$ cat config.mk
export PLATFORM = sky130hd
export DESIGN_NAME = commit_trace_ctrl_flat
export DESIGN_NICKNAME = d
export VERILOG_FILES = /design/src/rtl/commit_trace_ctrl_pkg.sv /design/src/rtl/commit_trace_ctrl_if.sv /design/src/rtl/trace_fifo.sv /design/src/rtl/commit_trace_ctrl.sv /design/src/flat_wrapper.sv
export SDC_FILE = /design/constraint.sdc
export NUM_CORES = 1
export LEC_CHECK = 0
export CAP_MARGIN = 15
export CORE_UTILIZATION = 45
export CTS_BUF_LIST = sky130_fd_sc_hd__clkbuf_4
export CTS_CLUSTER_SIZE = 14
export DETAILED_ROUTE_END_ITERATION = 6
export GPL_TIMING_DRIVEN = 0
export PLACE_DENSITY = 0.81
export SLEW_MARGIN = 20
export SYNTH_ARGS = -nofsm -noshare
export SYNTH_HDL_FRONTEND = slang
export SYNTH_HIERARCHICAL = 1
export SYNTH_SLANG_ARGS = --single-unit
$ cat constraint.sdc
create_clock -name clk -period 9.5 [get_ports clk]
set_input_delay 0.95 -clock clk [delete_from_list [all_inputs] [get_ports clk]]
set_output_delay 0.95 -clock clk [all_outputs]
set_load 0.02 [all_outputs]
$ cat src/rtl/commit_trace_ctrl_pkg.sv
// rtl/commit_trace_ctrl_pkg.sv - shared types and constants for the commit trace controller
package commit_trace_ctrl_pkg;

    localparam int XLEN = 64;
    localparam int ILEN = 32;

    // Controller life cycle: normal tracing, draining after ebreak, and the two terminal states
    typedef enum logic [1:0] {
        ST_RUN   = 2'd0,
        ST_DRAIN = 2'd1,
        ST_HALT  = 2'd2,
        ST_HANG  = 2'd3
    } state_e;

    // One committed instruction as it travels through the trace FIFO
    typedef struct packed {
        logic [XLEN-1:0] pc;
        logic [XLEN-1:0] dnpc;
        logic [ILEN-1:0] inst;
        logic            skip;
    } entry_t;

    localparam int ENTRY_W = $bits(entry_t);

endpackage

$ cat src/rtl/commit_trace_ctrl_if.sv
// rtl/commit_trace_ctrl_if.sv - commit-side and sink-side handshake bundle
interface commit_trace_ctrl_if;
    import commit_trace_ctrl_pkg::*;

    // Commit side (core -> controller)
    logic            cmt_valid;
    logic            cmt_ready;
    logic [XLEN-1:0] cmt_pc;
    logic [XLEN-1:0] cmt_dnpc;
    logic [ILEN-1:0] cmt_inst;
    logic            cmt_skip;
    logic            cmt_break;
    logic [XLEN-1:0] cmt_a0;

    // Sink side (controller -> trace sink)
    logic            out_valid;
    logic            out_ready;
    logic [XLEN-1:0] out_pc;
    logic [XLEN-1:0] out_dnpc;
    logic [ILEN-1:0] out_inst;
    logic            out_skip;

    // Core plus sink side of the bundle
    modport master (
        output cmt_valid, cmt_pc, cmt_dnpc, cmt_inst, cmt_skip, cmt_break, cmt_a0,
        output out_ready,
        input  cmt_ready,
        input  out_valid, out_pc, out_dnpc, out_inst, out_skip
    );

    // Controller side of the bundle
    modport slave (
        input  cmt_valid, cmt_pc, cmt_dnpc, cmt_inst, cmt_skip, cmt_break, cmt_a0,
        input  out_ready,
        output cmt_ready,
        output out_valid, out_pc, out_dnpc, out_inst, out_skip
    );

endinterface

$ cat src/rtl/trace_fifo.sv
// rtl/trace_fifo.sv - registered commit FIFO without fall-through
module trace_fifo #(
    parameter  int DEPTH = 4,
    parameter  int WIDTH = 8,
    localparam int PTR_W = (DEPTH > 1) ? $clog2(DEPTH) : 1,
    localparam int CNT_W = $clog2(DEPTH + 1)
) (
    input  logic             clk,
    input  logic             rst_n,
    input  logic             push,
    input  logic [WIDTH-1:0] push_data,
    input  logic             pop,
    output logic [WIDTH-1:0] pop_data,
    output logic             full,
    output logic             empty
);

    logic [WIDTH-1:0] mem_q [DEPTH];
    logic [PTR_W-1:0] wr_ptr_q, wr_ptr_d;
    logic [PTR_W-1:0] rd_ptr_q, rd_ptr_d;
    logic [CNT_W-1:0] count_q, count_d;
    logic             push_ok;
    logic             pop_ok;

    // A push into a full FIFO is dropped even when a pop frees a slot the same cycle
    assign full     = (count_q == CNT_W'(DEPTH));
    assign empty    = (count_q == '0);
    assign push_ok  = push && !full;
    assign pop_ok   = pop && !empty;
    assign pop_data = mem_q[rd_ptr_q];

    // Next pointers and occupancy; pointers wrap naturally since DEPTH is a power of two
    always_comb begin
        wr_ptr_d = wr_ptr_q;
        rd_ptr_d = rd_ptr_q;
        count_d  = count_q;
        if (push_ok) wr_ptr_d = wr_ptr_q + 1'b1;
        if (pop_ok)  rd_ptr_d = rd_ptr_q + 1'b1;
        case ({push_ok, pop_ok})
            2'b10:   count_d = count_q + 1'b1;
            2'b01:   count_d = count_q - 1'b1;
            default: count_d = count_q;
        endcase
    end

    // Pointer and occupancy state; reset discards every queued entry
    always_ff @(posedge clk or negedge rst_n) begin
        if (!rst_n) begin
            wr_ptr_q <= '0;
            rd_ptr_q <= '0;
            count_q  <= '0;
        end else begin
            wr_ptr_q <= wr_ptr_d;
            rd_ptr_q <= rd_ptr_d;
            count_q  <= count_d;
        end
    end

    // Entry storage is left unreset; its contents only matter while the FIFO is non-empty
    always_ff @(posedge clk) begin
        if (push_ok) mem_q[wr_ptr_q] <= push_data;
    end

endmodule

$ cat src/rtl/commit_trace_ctrl.sv
// rtl/commit_trace_ctrl.sv - commit trace FIFO, end-of-simulation FSM, watchdog and counters
module commit_trace_ctrl
    import commit_trace_ctrl_pkg::*;
#(
    parameter int DEPTH   = 4,
    parameter int TIMEOUT = 1024
) (
    input  logic                clk,
    input  logic                rst_n,
    commit_trace_ctrl_if.slave  bus,
    output logic                halt,
    output logic                good_trap,
    output logic                hang,
    output logic [63:0]         inst_cnt,
    output logic [63:0]         cycle_cnt
);

    localparam int WD_W = (TIMEOUT > 1) ? $clog2(TIMEOUT) : 1;
    localparam logic [WD_W-1:0] WD_LAST = WD_W'(TIMEOUT - 1);

    state_e          state_q, state_d;
    logic [WD_W-1:0] wdog_q, wdog_d;
    logic            good_trap_q, good_trap_d;
    logic            halt_q, halt_d;
    logic            hang_q, hang_d;
    logic [63:0]     inst_cnt_q, inst_cnt_d;
    logic [63:0]     cycle_cnt_q, cycle_cnt_d;

    logic            fifo_full;
    logic            fifo_empty;
    logic            cmt_ready;
    logic            accept;
    logic            pop;
    entry_t          push_entry;
    entry_t          head;

    assign cmt_ready = (state_q == ST_RUN) && !fifo_full;
    assign accept    = bus.cmt_valid && cmt_ready;
    assign pop       = !fifo_empty && bus.out_ready;

    assign push_entry.pc   = bus.cmt_pc;
    assign push_entry.dnpc = bus.cmt_dnpc;
    assign push_entry.inst = bus.cmt_inst;
    assign push_entry.skip = bus.cmt_skip;

    trace_fifo #(
        .DEPTH (DEPTH),
        .WIDTH (ENTRY_W)
    ) u_fifo (
        .clk       (clk),
        .rst_n     (rst_n),
        .push      (accept),
        .push_data (push_entry),
        .pop       (pop),
        .pop_data  (head),
        .full      (fifo_full),
        .empty     (fifo_empty)
    );

    assign bus.cmt_ready = cmt_ready;
    assign bus.out_valid = !fifo_empty;
    assign bus.out_pc    = head.pc;
    assign bus.out_dnpc  = head.dnpc;
    assign bus.out_inst  = head.inst;
    assign bus.out_skip  = head.skip;

    assign halt      = halt_q;
    assign good_trap = good_trap_q;
    assign hang      = hang_q;
    assign inst_cnt  = inst_cnt_q;
    assign cycle_cnt = cycle_cnt_q;

    // Next state: an ebreak accept outranks a watchdog expiry in the same cycle
    always_comb begin
        state_d     = state_q;
        wdog_d      = wdog_q;
        good_trap_d = good_trap_q;
        case (state_q)
            ST_RUN: begin
                if (accept && bus.cmt_break) begin
                    state_d     = ST_DRAIN;
                    good_trap_d = (bus.cmt_a0 == '0);
                    wdog_d      = '0;
                end else if (accept) begin
                    wdog_d = '0;
                end else if (wdog_q == WD_LAST) begin
                    state_d = ST_HANG;
                end else begin
                    wdog_d = wdog_q + 1'b1;
                end
            end
            ST_DRAIN: begin
                if (fifo_empty) state_d = ST_HALT;
            end
            default: begin
                state_d = state_q;
            end
        endcase
        halt_d = (state_d == ST_HALT);
        hang_d = (state_d == ST_HANG);
    end

    // Counters: retired instructions count pops; cycles run only until a terminal state
    always_comb begin
        inst_cnt_d  = pop ? inst_cnt_q + 64'd1 : inst_cnt_q;
        cycle_cnt_d = ((state_q == ST_RUN) || (state_q == ST_DRAIN)) ? cycle_cnt_q + 64'd1
                                                                     : cycle_cnt_q;
    end

    // Controller state with registered status outputs
    always_ff @(posedge clk or negedge rst_n) begin
        if (!rst_n) begin
            state_q     <= ST_RUN;
            wdog_q      <= '0;
            good_trap_q <= 1'b0;
            halt_q      <= 1'b0;
            hang_q      <= 1'b0;
            inst_cnt_q  <= '0;
            cycle_cnt_q <= '0;
        end else begin
            state_q     <= state_d;
            wdog_q      <= wdog_d;
            good_trap_q <= good_trap_d;
            halt_q      <= halt_d;
            hang_q      <= hang_d;
            inst_cnt_q  <= inst_cnt_d;
            cycle_cnt_q <= cycle_cnt_d;
        end
    end

endmodule

$ cat src/flat_wrapper.sv
// flat-port wrapper written by rule: the top's interface ports become plain ports
module commit_trace_ctrl_flat import commit_trace_ctrl_pkg::*;
#(
    parameter int DEPTH   = 4,
    parameter int TIMEOUT = 1024
)
  (clk, rst_n, halt, good_trap, hang, inst_cnt, cycle_cnt, bus_cmt_valid, bus_cmt_pc, bus_cmt_dnpc, bus_cmt_inst, bus_cmt_skip, bus_cmt_break, bus_cmt_a0, bus_out_ready, bus_cmt_ready, bus_out_valid, bus_out_pc, bus_out_dnpc, bus_out_inst, bus_out_skip);
  commit_trace_ctrl_if bus_i ();
  input  logic clk;
  input  logic rst_n;
  output logic halt;
  output logic good_trap;
  output logic hang;
  output logic [63:0] inst_cnt;
  output logic [63:0] cycle_cnt;
  input wire logic [$bits(bus_i.cmt_valid)-1:0] bus_cmt_valid;
  input wire logic [$bits(bus_i.cmt_pc)-1:0] bus_cmt_pc;
  input wire logic [$bits(bus_i.cmt_dnpc)-1:0] bus_cmt_dnpc;
  input wire logic [$bits(bus_i.cmt_inst)-1:0] bus_cmt_inst;
  input wire logic [$bits(bus_i.cmt_skip)-1:0] bus_cmt_skip;
  input wire logic [$bits(bus_i.cmt_break)-1:0] bus_cmt_break;
  input wire logic [$bits(bus_i.cmt_a0)-1:0] bus_cmt_a0;
  input wire logic [$bits(bus_i.out_ready)-1:0] bus_out_ready;
  output wire logic [$bits(bus_i.cmt_ready)-1:0] bus_cmt_ready;
  output wire logic [$bits(bus_i.out_valid)-1:0] bus_out_valid;
  output wire logic [$bits(bus_i.out_pc)-1:0] bus_out_pc;
  output wire logic [$bits(bus_i.out_dnpc)-1:0] bus_out_dnpc;
  output wire logic [$bits(bus_i.out_inst)-1:0] bus_out_inst;
  output wire logic [$bits(bus_i.out_skip)-1:0] bus_out_skip;
  assign bus_i.cmt_valid = bus_cmt_valid;
  assign bus_i.cmt_pc = bus_cmt_pc;
  assign bus_i.cmt_dnpc = bus_cmt_dnpc;
  assign bus_i.cmt_inst = bus_cmt_inst;
  assign bus_i.cmt_skip = bus_cmt_skip;
  assign bus_i.cmt_break = bus_cmt_break;
  assign bus_i.cmt_a0 = bus_cmt_a0;
  assign bus_i.out_ready = bus_out_ready;
  assign bus_cmt_ready = bus_i.cmt_ready;
  assign bus_out_valid = bus_i.out_valid;
  assign bus_out_pc = bus_i.out_pc;
  assign bus_out_dnpc = bus_i.out_dnpc;
  assign bus_out_inst = bus_i.out_inst;
  assign bus_out_skip = bus_i.out_skip;
  commit_trace_ctrl #(.DEPTH(DEPTH), .TIMEOUT(TIMEOUT)) u_core (.clk(clk), .rst_n(rst_n), .bus(bus_i), .halt(halt), .good_trap(good_trap), .hang(hang), .inst_cnt(inst_cnt), .cycle_cnt(cycle_cnt));
endmodule
==> impl_metrics.xml, run 1 <==
<?xml version="1.0" encoding="UTF-8"?>
<metrics>
  <group name="synthesis">
    <metric name="yosysSeqAreaShare" unit="%">75.55</metric>
    <metric name="ys_warn_count" unit="">6</metric>
    <metric name="synth_cell_types" unit="">51</metric>
    <metric name="syn_inst" unit="">1546</metric>
    <metric name="synth_flop_type" unit="">edfxtp_1</metric>
    <metric name="synth_enable_flop_cells" unit="">644</metric>
    <metric name="postSynthAreaPerCell" unit="µm²">19.77</metric>
    <metric name="mappedNetlistNets" unit="">1785</metric>
    <metric name="synth_seq_cells" unit="">794</metric>
    <metric name="async_flop_share" unit="%">18.89</metric>
    <metric name="synth_area" unit="mm²">0.03057</metric>
  </group>
  <group name="detailed_routing">
    <metric name="number_of_search_and_repair_iterations_in_the_first_detailed_routing_pass" unit="">6</metric>
    <metric name="drt_iter0_drc" unit="">1257</metric>
    <metric name="num_vias" unit="">17460</metric>
    <metric name="route.detailed.drc" unit="">0</metric>
    <metric name="via_density_per_instance" unit="">5.285</metric>
    <metric name="route.antenna.remaining_nets" unit="">0</metric>
    <metric name="routedWlPerCell" unit="µm">21.92</metric>
    <metric name="detail_route.wirelength" unit="mm">72.42</metric>
  </group>
  <group name="critical_path">
    <metric name="timing.critical_path.cells" unit="">buf_2 -&gt; clkbuf_1 -&gt; mux4_2 -&gt; clkdlybuf4s50_1</metric>
    <metric name="critical-path-slowest-cell" unit="">clkbuf_1</metric>
    <metric name="critical_path.endpoint_type" unit="">output pin</metric>
    <metric name="rr_worst_depth" unit="">7</metric>
    <metric name="largest_stage_delay_on_the_critical_path" unit="ns">0.70</metric>
    <metric name="timing.rr.end" unit="">u_core/u_fifo/mem_q[2][137]</metric>
    <metric name="critical_path_required" unit="ns">8.55</metric>
    <metric name="worst_setup_path_start_kind" unit="">flip-flop</metric>
    <metric name="worst-path-max-fanout" unit="">10</metric>
    <metric name="r2r_slack" unit="ns">5.82</metric>
    <metric name="setup.worst_path.class" unit="">flip-flop to output pin</metric>
    <metric name="worstReg2RegStart" unit="">u_core/u_fifo/count_q[2]</metric>
    <metric name="critPathArrivalTime" unit="ns">3.30</metric>
  </group>
  <group name="clock_network">
    <metric name="cts_root_buffer" unit="">clkbuf_4</metric>
    <metric name="clk_transition_reported_paths" unit="ns">0.06</metric>
    <metric name="cts.sinks" unit="">794</metric>
    <metric name="post_cts.resized_instances" unit="">0</metric>
    <metric name="clock_latency_on_the_worst_skew_pair" unit="ns">1.01</metric>
    <metric name="tritoncts_clock_tree" unit="">yes</metric>
    <metric name="clk_path_buf_depth" unit="">3</metric>
    <metric name="clock_tree.htree_level_count" unit="">4</metric>
    <metric name="cts-buffers-inserted" unit="">191</metric>
  </group>
  <group name="place">
    <metric name="pre_cts_setup_slack" unit="ns">4.958</metric>
    <metric name="hpwlAfterDp" unit="mm">48.43</metric>
    <metric name="placedCellCount" unit="">2956</metric>
    <metric name="gpl.final_weighted_congestion" unit="">0.8590</metric>
    <metric name="place_area" unit="mm²">0.03729</metric>
    <metric name="port-buffer-count" unit="">523</metric>
  </group>
  <group name="hold_path">
    <metric name="worst_hold_path.num_cells" unit="">1</metric>
    <metric name="holdCritStartpoint" unit="">u_core/inst_cnt[63]</metric>
    <metric name="min-delay-path-class" unit="">flip-flop to flip-flop</metric>
    <metric name="worst_hold_end" unit="">u_core/inst_cnt[63]</metric>
  </group>
  <group name="cells_and_area">
    <metric name="postLayoutCoreUtil" unit="%">59.23</metric>
    <metric name="fillerInstances" unit="">4860</metric>
    <metric name="post_route_cells_drive_above_1_share" unit="%">22.23</metric>
    <metric name="syn_to_layout_area_delta" unit="%">30.14</metric>
    <metric name="fin_nets" unit="">2516</metric>
    <metric name="instances_no_fill" unit="">3303</metric>
    <metric name="layout.cell_area.non_filler" unit="mm²">0.03978</metric>
  </group>
  <group name="power">
    <metric name="power" unit="mW">9.303</metric>
    <metric name="static_leakage" unit="nW">13.95</metric>
    <metric name="clockPowerShare" unit="%">29.6</metric>
    <metric name="pwr-share-comb" unit="%">29.3</metric>
    <metric name="internal-power" unit="mW">6.568</metric>
    <metric name="worst_case_vdd_ir_drop" unit="µV">179.9</metric>
    <metric name="power.sequential.fraction" unit="%">41.1</metric>
    <metric name="power_switching_share" unit="%">29.39</metric>
    <metric name="pwr_density_cell" unit="mW/mm²">233.9</metric>
    <metric name="netSwitchingPower" unit="mW">2.734</metric>
  </group>
  <group name="die">
    <metric name="die_area" unit="mm²">0.06897</metric>
    <metric name="core-area" unit="mm²">0.06716</metric>
    <metric name="dieWidth" unit="µm">262.6</metric>
    <metric name="initial_utilization" unit="%">45.51</metric>
    <metric name="die_height" unit="µm">262.6</metric>
    <metric name="io_pins" unit="">524</metric>
    <metric name="site_row_count" unit="">95</metric>
  </group>
  <group name="global_routing">
    <metric name="grt.overflow.total" unit="">0</metric>
    <metric name="antenna_found_initial" unit="">7</metric>
    <metric name="grt_pass1_wl" unit="mm">110.9</metric>
    <metric name="first_global_vias" unit="">18670</metric>
    <metric name="globalRouteTotalUtil" unit="%">21.25</metric>
    <metric name="grt_start_max_net_pins" unit="">101</metric>
  </group>
  <group name="sta">
    <metric name="finalSetupViolations" unit="">0</metric>
    <metric name="slew_headroom" unit="%">41.51</metric>
    <metric name="timing.hold.ws" unit="ns">0.4694</metric>
    <metric name="fin_ws" unit="ns">5.250</metric>
    <metric name="layout_worst_path_cycle_share" unit="%">44.74</metric>
    <metric name="timing.final.crit_period" unit="ns">4.250</metric>
    <metric name="worstMarginPinSlew" unit="ns">0.8773</metric>
    <metric name="final_hold_viol_count" unit="">0</metric>
    <metric name="slew_viol_final" unit="">0</metric>
    <metric name="fmaxAchievable" unit="MHz">235.3</metric>
    <metric name="grt_setup_unrepaired" unit="">false</metric>
    <metric name="clock-skew-final" unit="ns">0.07571</metric>
    <metric name="finalSetupTns" unit="ns">0</metric>
  </group>
  <group name="run">
    <metric name="maxCapViolations" unit="">0</metric>
  </group>
  <group name="run_status">
    <metric name="outcome" unit="">completed</metric>
  </group>
</metrics>
## worst max path at each step
stage                              startpoint                           to  slack (ns)
floorplan                       bus_cmt_valid    u_core/u_fifo/mem_q[0][0]        3.27
global placement                bus_cmt_valid   u_core/u_fifo/mem_q[1][74]       -0.58
detailed placement              bus_cmt_valid  u_core/u_fifo/mem_q[2][103]        4.96
CTS                 u_core/u_fifo/rd_ptr_q[1]               bus_out_pc[45]        4.90
global route        u_core/u_fifo/rd_ptr_q[1]               bus_out_pc[45]        4.92
finish              u_core/u_fifo/rd_ptr_q[1]               bus_out_pc[45]        5.25
## Yosys cell counts (2+ instances only)
cell type	instances	area, µm²
edfxtp_1	644	19340
mux4_2	161	3626
dfrtp_1	150	3754
xnor2_1	70	613.1
xor2_1	68	595.6
nand2_1	61	229.0
nor2_1	61	229.0
nand4_1	59	369.1
nand3_1	40	200.2
nor3_1	38	190.2
nor4_1	32	200.2
inv_1	25	93.84
buf_2	20	100.1
and3_1	13	81.33
buf_6	9	101.4
clkbuf_1	9	33.78
ha_1	8	100.1
nor4_2	8	100.1
nor2b_1	6	37.54
and2_1	5	31.28
nand2b_1	5	31.28
o21ai_0	5	25.02
or2_2	5	31.28
nand4_2	4	50.05
or3_1	4	25.02
mux2_2	3	33.78
nor3b_1	3	22.52
and4_1	2	17.52
buf_1	2	7.510
mux2i_1	2	20.02
nor3_2	2	20.02
nor4_4	2	42.54
nor4b_1	2	17.52
## logic make-up (layout without fill, tap and decap cells)
family | Yosys count | after routing | share of synthesized area (%)
buffers and inverters | 66 | 945 | 1.126
and+or+nand+nor | 364 | 364 | 6.758
xor gates and xnor gates | 138 | 138 | 3.954
DFF | 794 | 794 | 75.55
adders and majority gates | 9 | 9 | 0.3930
other | 0 | 5 | 0
AOI/OAI and AO/OA | 9 | 9 | 0.1801
muxes | 166 | 166 | 12.04
## per-layer routing
metal / vias up / routed length [µm] / track usage, %
met5: - / 28 / 0
met4: 4 / 1332 / 6.645
met3: 106 / 6592 / 7.984
met2: 751 / 35990 / 34.79
met1: 8806 / 28480 / 26.18
li1: 7791 / - / -
## layout make-up
cell class / instances / area, µm² / share of cell area (%)
plain buffers: 41 / 250.2 / 0.6291
repair buffers: 538 / 5635 / 14.17
multi-input cells: 686 / 7139 / 17.95
clock buffers: 280 / 2102 / 5.284
well taps: 873 / 1092 / 2.746
inverters: 25 / 93.84 / 0.2359
flip-flops and latches: 794 / 23090 / 58.05
diodes: 5 / 12.51 / 0.03145
clock inverters: 61 / 360.3 / 0.9059
## layout by cell type, fill, tap and decap left out, types with 13 or more instances in the layout
master / synthesis / final
and3_1: 13 / 13
buf_16: 0 / 14
buf_2: 20 / 20
clkbuf_4: 0 / 280
clkdlybuf4s50_1: 0 / 522
clkinv_1: 0 / 43
dfrtp_1: 150 / 150
edfxtp_1: 644 / 644
inv_1: 25 / 25
mux4_2: 161 / 161
nand2_1: 61 / 61
nand3_1: 40 / 40
nand4_1: 59 / 59
nor2_1: 61 / 61
nor3_1: 38 / 38
nor4_1: 32 / 32
xnor2_1: 70 / 70
xor2_1: 68 / 68
## critical path, delay by kind of cell, from the launching register on
family / cells / cell delay [ns]
buffers and inverters: 3 / 1.66
muxes: 1 / 0.36
DFF: 1 / 0.31
## power by group through the flow
stage / Combinational (mW) / Sequential, mW / Clock [mW]
2_1_floorplan: 1.55 / 3.91 / 0
3_3_place_gp: 2.74 / 3.89 / 0
3_5_place_dp: 2.77 / 3.89 / 0
4_1_cts: 2.78 / 3.82 / 2.85
5_1_grt: 2.87 / 3.82 / 3.02
6_report: 2.73 / 3.82 / 2.75
## flip-flops by register name (all words and copies together) (netlist names), named ones only
signal,cells
u_core/cycle_cnt,64
u_core/good_trap,1
u_core/halt,1
u_core/hang,1
u_core/inst_cnt,64
u_core/state_q,1
u_core/u_fifo/count_q,3
u_core/u_fifo/mem_q,644
u_core/u_fifo/rd_ptr_q,2
u_core/u_fifo/wr_ptr_q,2
u_core/wdog_q,10
## timing repair
item	in CTS	in global routing
buffers inserted	0	0
endpoints found under the hold margin	50	0
hold buffers	1	0
Power figures use the tool's default switching activity.
==> run 2: changes to the inputs <==
- clock period: 9.5 -> 4.1 ns (I/O delays scaled with it)
==> impl_metrics.xml, run 2 (same netlist as run 1, synthesis figures left out) <==
<?xml version="1.0" encoding="UTF-8"?>
<metrics>
  <group name="die">
    <metric name="io_pins" unit="">524</metric>
    <metric name="initial_utilization" unit="%">45.51</metric>
    <metric name="die_area" unit="mm²">0.06897</metric>
    <metric name="die_height" unit="µm">262.6</metric>
    <metric name="dieWidth" unit="µm">262.6</metric>
    <metric name="core-area" unit="mm²">0.06716</metric>
    <metric name="site_row_count" unit="">95</metric>
  </group>
  <group name="power">
    <metric name="worst_case_vdd_ir_drop" unit="µV">381.0</metric>
    <metric name="static_leakage" unit="nW">14.68</metric>
    <metric name="pwr-share-comb" unit="%">29.6</metric>
    <metric name="internal-power" unit="mW">15.40</metric>
    <metric name="clockPowerShare" unit="%">30.1</metric>
    <metric name="power_switching_share" unit="%">30.07</metric>
    <metric name="pwr_density_cell" unit="mW/mm²">530.3</metric>
    <metric name="power.sequential.fraction" unit="%">40.2</metric>
    <metric name="netSwitchingPower" unit="mW">6.623</metric>
  </group>
  <group name="clock_network">
    <metric name="clock_latency_on_the_worst_skew_pair" unit="ns">1.03</metric>
    <metric name="clk_transition_reported_paths" unit="ns">0.07</metric>
    <metric name="clock_tree.htree_level_count" unit="">4</metric>
    <metric name="cts_root_buffer" unit="">clkbuf_4</metric>
    <metric name="clk_path_buf_depth" unit="">3</metric>
    <metric name="tritoncts_clock_tree" unit="">yes</metric>
    <metric name="post_cts.resized_instances" unit="">0</metric>
    <metric name="cts-buffers-inserted" unit="">197</metric>
    <metric name="cts.sinks" unit="">794</metric>
  </group>
  <group name="global_routing">
    <metric name="first_global_vias" unit="">19860</metric>
    <metric name="grt_start_max_net_pins" unit="">102</metric>
    <metric name="grt_pass1_wl" unit="mm">120.0</metric>
    <metric name="grt.overflow.total" unit="">0</metric>
    <metric name="antenna_found_initial" unit="">15</metric>
    <metric name="globalRouteTotalUtil" unit="%">23.16</metric>
  </group>
  <group name="cells_and_area">
    <metric name="instances_no_fill" unit="">3488</metric>
    <metric name="highest_count_cells_in_the_layout_ignoring_fill_and_taps" unit="">edfxtp_1 (644), clkdlybuf4s50_1 (522), clkbuf_4 (280), dlygate4sd3_1 (163), mux4_2 (161)</metric>
    <metric name="regMostFlops" unit="">u_core/u_fifo/mem_q</metric>
    <metric name="syn_to_layout_area_delta" unit="%">35.89</metric>
    <metric name="post_route_cells_drive_above_1_share" unit="%">20.96</metric>
    <metric name="leading_cell_type_in_the_layout_fill_and_taps_excluded" unit="">edfxtp_1</metric>
    <metric name="largest_reg_flops" unit="">644</metric>
    <metric name="fin_nets" unit="">2689</metric>
    <metric name="fillerInstances" unit="">4610</metric>
  </group>
  <group name="place">
    <metric name="port-buffer-count" unit="">523</metric>
    <metric name="gpl.final_weighted_congestion" unit="">0.8951</metric>
    <metric name="placedCellCount" unit="">2960</metric>
    <metric name="hpwlAfterDp" unit="mm">49.43</metric>
  </group>
  <group name="detailed_routing">
    <metric name="route.antenna.remaining_nets" unit="">0</metric>
    <metric name="routedWlPerCell" unit="µm">22.80</metric>
    <metric name="detail_route.wirelength" unit="mm">79.53</metric>
    <metric name="drt_iter0_drc" unit="">1451</metric>
    <metric name="number_of_search_and_repair_iterations_in_the_first_detailed_routing_pass" unit="">5</metric>
    <metric name="num_vias" unit="">18580</metric>
    <metric name="route.detailed.drc" unit="">0</metric>
    <metric name="via_density_per_instance" unit="">5.327</metric>
  </group>
  <group name="run_status">
    <metric name="outcome" unit="">completed</metric>
  </group>
  <group name="hold_path">
    <metric name="holdCritStartpoint" unit="">bus_cmt_break</metric>
    <metric name="min-delay-path-class" unit="">primary input to flip-flop</metric>
  </group>
  <group name="critical_path">
    <metric name="critPathLaunch" unit="">u_core/u_fifo/rd_ptr_q[1]</metric>
    <metric name="worst_setup_path_start_kind" unit="">flip-flop</metric>
    <metric name="critPathArrivalTime" unit="ns">3.36</metric>
    <metric name="setup.worst_path.class" unit="">flip-flop to output pin</metric>
    <metric name="worstReg2RegStart" unit="">u_core/u_fifo/count_q[2]</metric>
    <metric name="critical_path.endpoint_type" unit="">output pin</metric>
    <metric name="worst-path-max-fanout" unit="">10</metric>
    <metric name="critical_path_required" unit="ns">3.69</metric>
  </group>
  <group name="sta">
    <metric name="grt_setup_unrepaired" unit="">false</metric>
    <metric name="final_hold_viol_count" unit="">0</metric>
    <metric name="timing.final.crit_period" unit="ns">3.773</metric>
    <metric name="clock-skew-final" unit="ns">0.08041</metric>
    <metric name="worstMarginPinSlew" unit="ns">0.8809</metric>
    <metric name="slew_viol_final" unit="">0</metric>
    <metric name="finalSetupViolations" unit="">0</metric>
    <metric name="slew_headroom" unit="%">41.27</metric>
    <metric name="layout_worst_path_cycle_share" unit="%">92.02</metric>
    <metric name="fmaxAchievable" unit="MHz">265.1</metric>
    <metric name="finalSetupTns" unit="ns">0</metric>
  </group>
  <group name="run">
    <metric name="maxCapViolations" unit="">0</metric>
  </group>
</metrics>
run 2: cell types whose count changed in the layout (fill, tap and decap cells not counted), sizes merged:
cell         before  now
clkinv           52   61
bufinv            2    3
clkinvlp          1    3
buf              47   52
dlygate4sd3       1  163
diode             5   10
inv              31   32
run 2: what timing repair did:
action	in CTS	in global routing
buffers inserted	0	0
hold endpoints to repair	793	0
hold buffers	164	0
run 2: per-stage QoR:
step                      area, µm²  util (%)  worst slack, ns  total power [mW]  hold slack, ns
after floorplan               30570         -         0.009518             12.64          0.1144
after global placement        36900     54.94           -3.235             15.37          0.4581
after detailed placement      37320     55.57           0.2303             15.42          0.3442
after CTS                     41510     61.81          0.01565             22.16        0.001308
after global routing          41530     61.84          0.02034             22.94         0.05755
final                         41540     61.85           0.3273             22.03          0.1263
run 2: worst paths after layout:
kind	end	slack [ns]	cells past startpoint
min	u_core/state_q[0]	0.13	3
max in group asynchronous	u_core/wdog_q[9]	3.03	4
max	bus_out_dnpc[6]	0.33	4
min reg2reg	u_core/inst_cnt[63]	0.47	1
max reg2reg	u_core/u_fifo/mem_q[3][157]	0.48	7
min in group asynchronous	u_core/inst_cnt[19]	0.54	4
run 2: critical path, cell delays in order, from the launching register on:
cell and delay, ns:
dfrtp_1 0.32, buf_2 0.27, clkbuf_1 0.70, mux4_2 0.34, clkdlybuf4s50_1 0.73
run 2: per-layer routing:
metal / vias up / track usage [%] / part of all wire [%]
li1: 8147 / - / -
met1: 9371 / 27.38 / 37
met2: 902 / 38.90 / 51
met3: 152 / 8.012 / 9.0
met4: 10 / 9.014 / 2.6
met5: - / 0 / 0.078
run 2: area by class of cell:
class	instances	area, µm²	share of cell area (%)
clock buffer	280	2102	5.061
timing repair buffer	705	7312	17.60
sequential	794	23090	55.60
tap	873	1092	2.630
clock inverter	74	429.2	1.033
multi-input combinational	686	7139	17.19
buffer	41	250.2	0.6025
antenna	10	25.02	0.06025
inverter	25	93.84	0.2259
run 2: power by group through the flow:
stage	registers [mW]	clock network, mW	logic (mW)
global route	8.86	7.23	6.84
floorplan	9.05	0	3.59
CTS	8.86	6.73	6.57
finish	8.86	6.64	6.53
detailed placement	9.03	0	6.39
global placement	9.02	0	6.34
==> run 3: changes to the inputs <==
- GPL_ROUTABILITY_DRIVEN: unset -> 0
- RECOVER_POWER: unset -> 50
==> impl_metrics.xml, run 3 (same netlist as run 1, synthesis figures left out) <==
<?xml version="1.0" encoding="UTF-8"?>
<metrics>
  <group name="place">
    <metric name="pre_cts_setup_slack" unit="ns">0.4672</metric>
    <metric name="port-buffer-count" unit="">523</metric>
    <metric name="hpwlAfterDp" unit="mm">49.07</metric>
  </group>
  <group name="sta">
    <metric name="timing.hold.ws" unit="ns">0.1277</metric>
    <metric name="slew_headroom" unit="%">-89.80</metric>
    <metric name="layout_worst_path_cycle_share" unit="%">90.95</metric>
    <metric name="finalSetupTns" unit="ns">0</metric>
    <metric name="slew_viol_final" unit="">163</metric>
    <metric name="finalSetupViolations" unit="">0</metric>
    <metric name="timing.final.crit_period" unit="ns">3.729</metric>
    <metric name="fin_ws" unit="ns">0.3712</metric>
    <metric name="fmaxAchievable" unit="MHz">268.2</metric>
    <metric name="clock-skew-final" unit="ns">0.08176</metric>
    <metric name="worstMarginPinSlew" unit="ns">2.847</metric>
    <metric name="grt_setup_unrepaired" unit="">false</metric>
    <metric name="final_hold_viol_count" unit="">0</metric>
  </group>
  <group name="global_routing">
    <metric name="first_global_vias" unit="">19950</metric>
    <metric name="grt_start_max_net_pins" unit="">98</metric>
    <metric name="grt_pass1_wl" unit="mm">117.1</metric>
    <metric name="grt.overflow.total" unit="">0</metric>
    <metric name="grt_util_met1" unit="%">27.09</metric>
    <metric name="global_route.peak_usage_layer" unit="">met2</metric>
    <metric name="antenna_found_initial" unit="">15</metric>
    <metric name="globalRouteTotalUtil" unit="%">22.44</metric>
    <metric name="groute.layer.met2.usage" unit="%">36.98</metric>
    <metric name="globalRouteMet3Util" unit="%">7.974</metric>
  </group>
  <group name="critical_path">
    <metric name="timing.critical_path.cells" unit="">buf_2 -&gt; clkbuf_1 -&gt; mux4_2 -&gt; clkdlybuf4s50_1</metric>
    <metric name="worst-path-max-fanout" unit="">10</metric>
    <metric name="r2r_slack" unit="ns">0.43</metric>
    <metric name="critical-path-slowest-cell" unit="">clkdlybuf4s50_1</metric>
    <metric name="critical_path_required" unit="ns">3.69</metric>
    <metric name="critPathArrivalTime" unit="ns">3.32</metric>
    <metric name="critical_path.endpoint_type" unit="">output pin</metric>
    <metric name="worst_setup_path_start_kind" unit="">flip-flop</metric>
    <metric name="setup.worst_path.class" unit="">flip-flop to output pin</metric>
    <metric name="largest_stage_delay_on_the_critical_path" unit="ns">0.71</metric>
  </group>
  <group name="die">
    <metric name="initial_utilization" unit="%">45.51</metric>
    <metric name="die_area" unit="mm²">0.06897</metric>
    <metric name="core-area" unit="mm²">0.06716</metric>
    <metric name="io_pins" unit="">524</metric>
    <metric name="die_height" unit="µm">262.6</metric>
    <metric name="dieWidth" unit="µm">262.6</metric>
    <metric name="site_row_count" unit="">95</metric>
  </group>
  <group name="detailed_routing">
    <metric name="routedWlPerCell" unit="µm">22.07</metric>
    <metric name="num_vias" unit="">18460</metric>
    <metric name="detail_route.wirelength" unit="mm">76.62</metric>
    <metric name="number_of_search_and_repair_iterations_in_the_first_detailed_routing_pass" unit="">5</metric>
    <metric name="via_density_per_instance" unit="">5.315</metric>
    <metric name="route.antenna.remaining_nets" unit="">0</metric>
    <metric name="drt_iter0_drc" unit="">1550</metric>
    <metric name="route.detailed.drc" unit="">0</metric>
  </group>
  <group name="cells_and_area">
    <metric name="multi_input_area" unit="mm²">0.007008</metric>
    <metric name="regMostFlops" unit="">u_core/u_fifo/mem_q</metric>
    <metric name="fin_nets" unit="">2688</metric>
    <metric name="largest_reg_flops" unit="">644</metric>
    <metric name="fillerInstances" unit="">4597</metric>
    <metric name="area.sequential" unit="mm²">0.02309</metric>
    <metric name="highest_count_cells_in_the_layout_ignoring_fill_and_taps" unit="">edfxtp_1 (644), clkdlybuf4s50_1 (346), dlygate4sd3_1 (339), clkbuf_4 (294), mux4_2 (161)</metric>
    <metric name="syn_to_layout_area_delta" unit="%">35.03</metric>
    <metric name="leading_cell_type_in_the_layout_fill_and_taps_excluded" unit="">edfxtp_1</metric>
    <metric name="post_route_cells_drive_above_1_share" unit="%">20.64</metric>
    <metric name="postLayoutCoreUtil" unit="%">61.46</metric>
  </group>
  <group name="clock_network">
    <metric name="post_cts.resized_instances" unit="">0</metric>
    <metric name="cts_root_buffer" unit="">clkbuf_4</metric>
    <metric name="clk_path_buf_depth" unit="">3</metric>
    <metric name="clock_latency_on_the_worst_skew_pair" unit="ns">1.00</metric>
    <metric name="postCtsSetupBuffers" unit="">0</metric>
    <metric name="cts.sinks" unit="">794</metric>
    <metric name="cts_hold_repair.buffers" unit="">164</metric>
    <metric name="clock_tree.htree_level_count" unit="">4</metric>
    <metric name="tritoncts_clock_tree" unit="">yes</metric>
    <metric name="clk_transition_reported_paths" unit="ns">0.07</metric>
    <metric name="cts-buffers-inserted" unit="">199</metric>
  </group>
  <group name="run">
    <metric name="maxCapViolations" unit="">3</metric>
  </group>
  <group name="power">
    <metric name="static_leakage" unit="nW">14.61</metric>
    <metric name="worst_case_vdd_ir_drop" unit="µV">379.2</metric>
    <metric name="pwr_density_cell" unit="mW/mm²">527.8</metric>
    <metric name="power" unit="mW">21.78</metric>
  </group>
  <group name="run_status">
    <metric name="outcome" unit="">finished with violations</metric>
    <metric name="violations_in_the_final_reports" unit="">capacitance limit, slew limit</metric>
  </group>
  <group name="hold_path">
    <metric name="min-delay-path-class" unit="">primary input to flip-flop</metric>
  </group>
</metrics>
[run 3: changes by cell type in the layout (fill, tap and decap cells not counted), sizes merged]
cell / before / now
clkbuf: 289 / 308
inv: 32 / 33
dlygate4sd3: 163 / 339
buf: 52 / 44
bufinv: 3 / 0
clkinv: 61 / 39
clkdlybuf4s50: 522 / 346
diode: 10 / 7
[run 3: per-stage QoR]
stage | cells | cell area, µm²
5_1_grt | 3471 | 41270
2_1_floorplan | 1546 | 30570
3_3_place_gp | 2942 | 36900
4_1_cts | 3465 | 41450
3_5_place_dp | 2957 | 37310
6_report | 3472 | 41270
[run 3: metal layers]
metal	part of all wire, %	vias up	wire length (µm)
met4	2.7	14	2081
met1	39	9319	29540
met5	0.12	-	95
li1	-	8134	-
met3	8.5	146	6514
met2	50	842	38390
[run 3: power breakdown]
| group | switching [mW] | total (mW) | leakage, nW | internal, mW |
|---|---|---|---|---|
| registers | 0.0777 | 8.86 | 7.80 | 8.78 |
| logic | 3.24 | 6.46 | 5.34 | 3.22 |
| clock network | 3.17 | 6.47 | 1.48 | 3.30 |
| total | 6.49 | 21.8 | 14.6 | 15.3 |
[run 3: cell type report]
cell class              count  share of cell area (%)
diodes                      7                 0.04244
plain buffers              41                  0.6033
clock buffers             294                   5.348
well taps                 873                   2.647
flip-flops and latches    794                   55.95
clock inverters            50                  0.6639
multi-input cells         686                   16.98
repair buffers            702                   17.54
inverters                  25                  0.2274
[run 3: final timing paths]
| check | start | to | cells after the start |
|---|---|---|---|
| max in group asynchronous | rst_n | u_core/inst_cnt[47] | 4 |
| min in group asynchronous | rst_n | u_core/inst_cnt[26] | 4 |
| worst max-delay path | u_core/u_fifo/rd_ptr_q[1] | bus_out_dnpc[6] | 4 |
| worst min-delay path | bus_cmt_break | u_core/state_q[0] | 3 |
| worst max register to register | u_core/u_fifo/count_q[2] | u_core/u_fifo/mem_q[3][156] | 7 |
| worst min register to register | u_core/inst_cnt[63] | u_core/inst_cnt[63] | 1 |
[run 3: critical path, delay by kind of cell, from the launching register on]
family / cells / cell delay, ns
flip-flops: 1 / 0.32
buffers and inverters: 3 / 1.68
multiplexers: 1 / 0.35
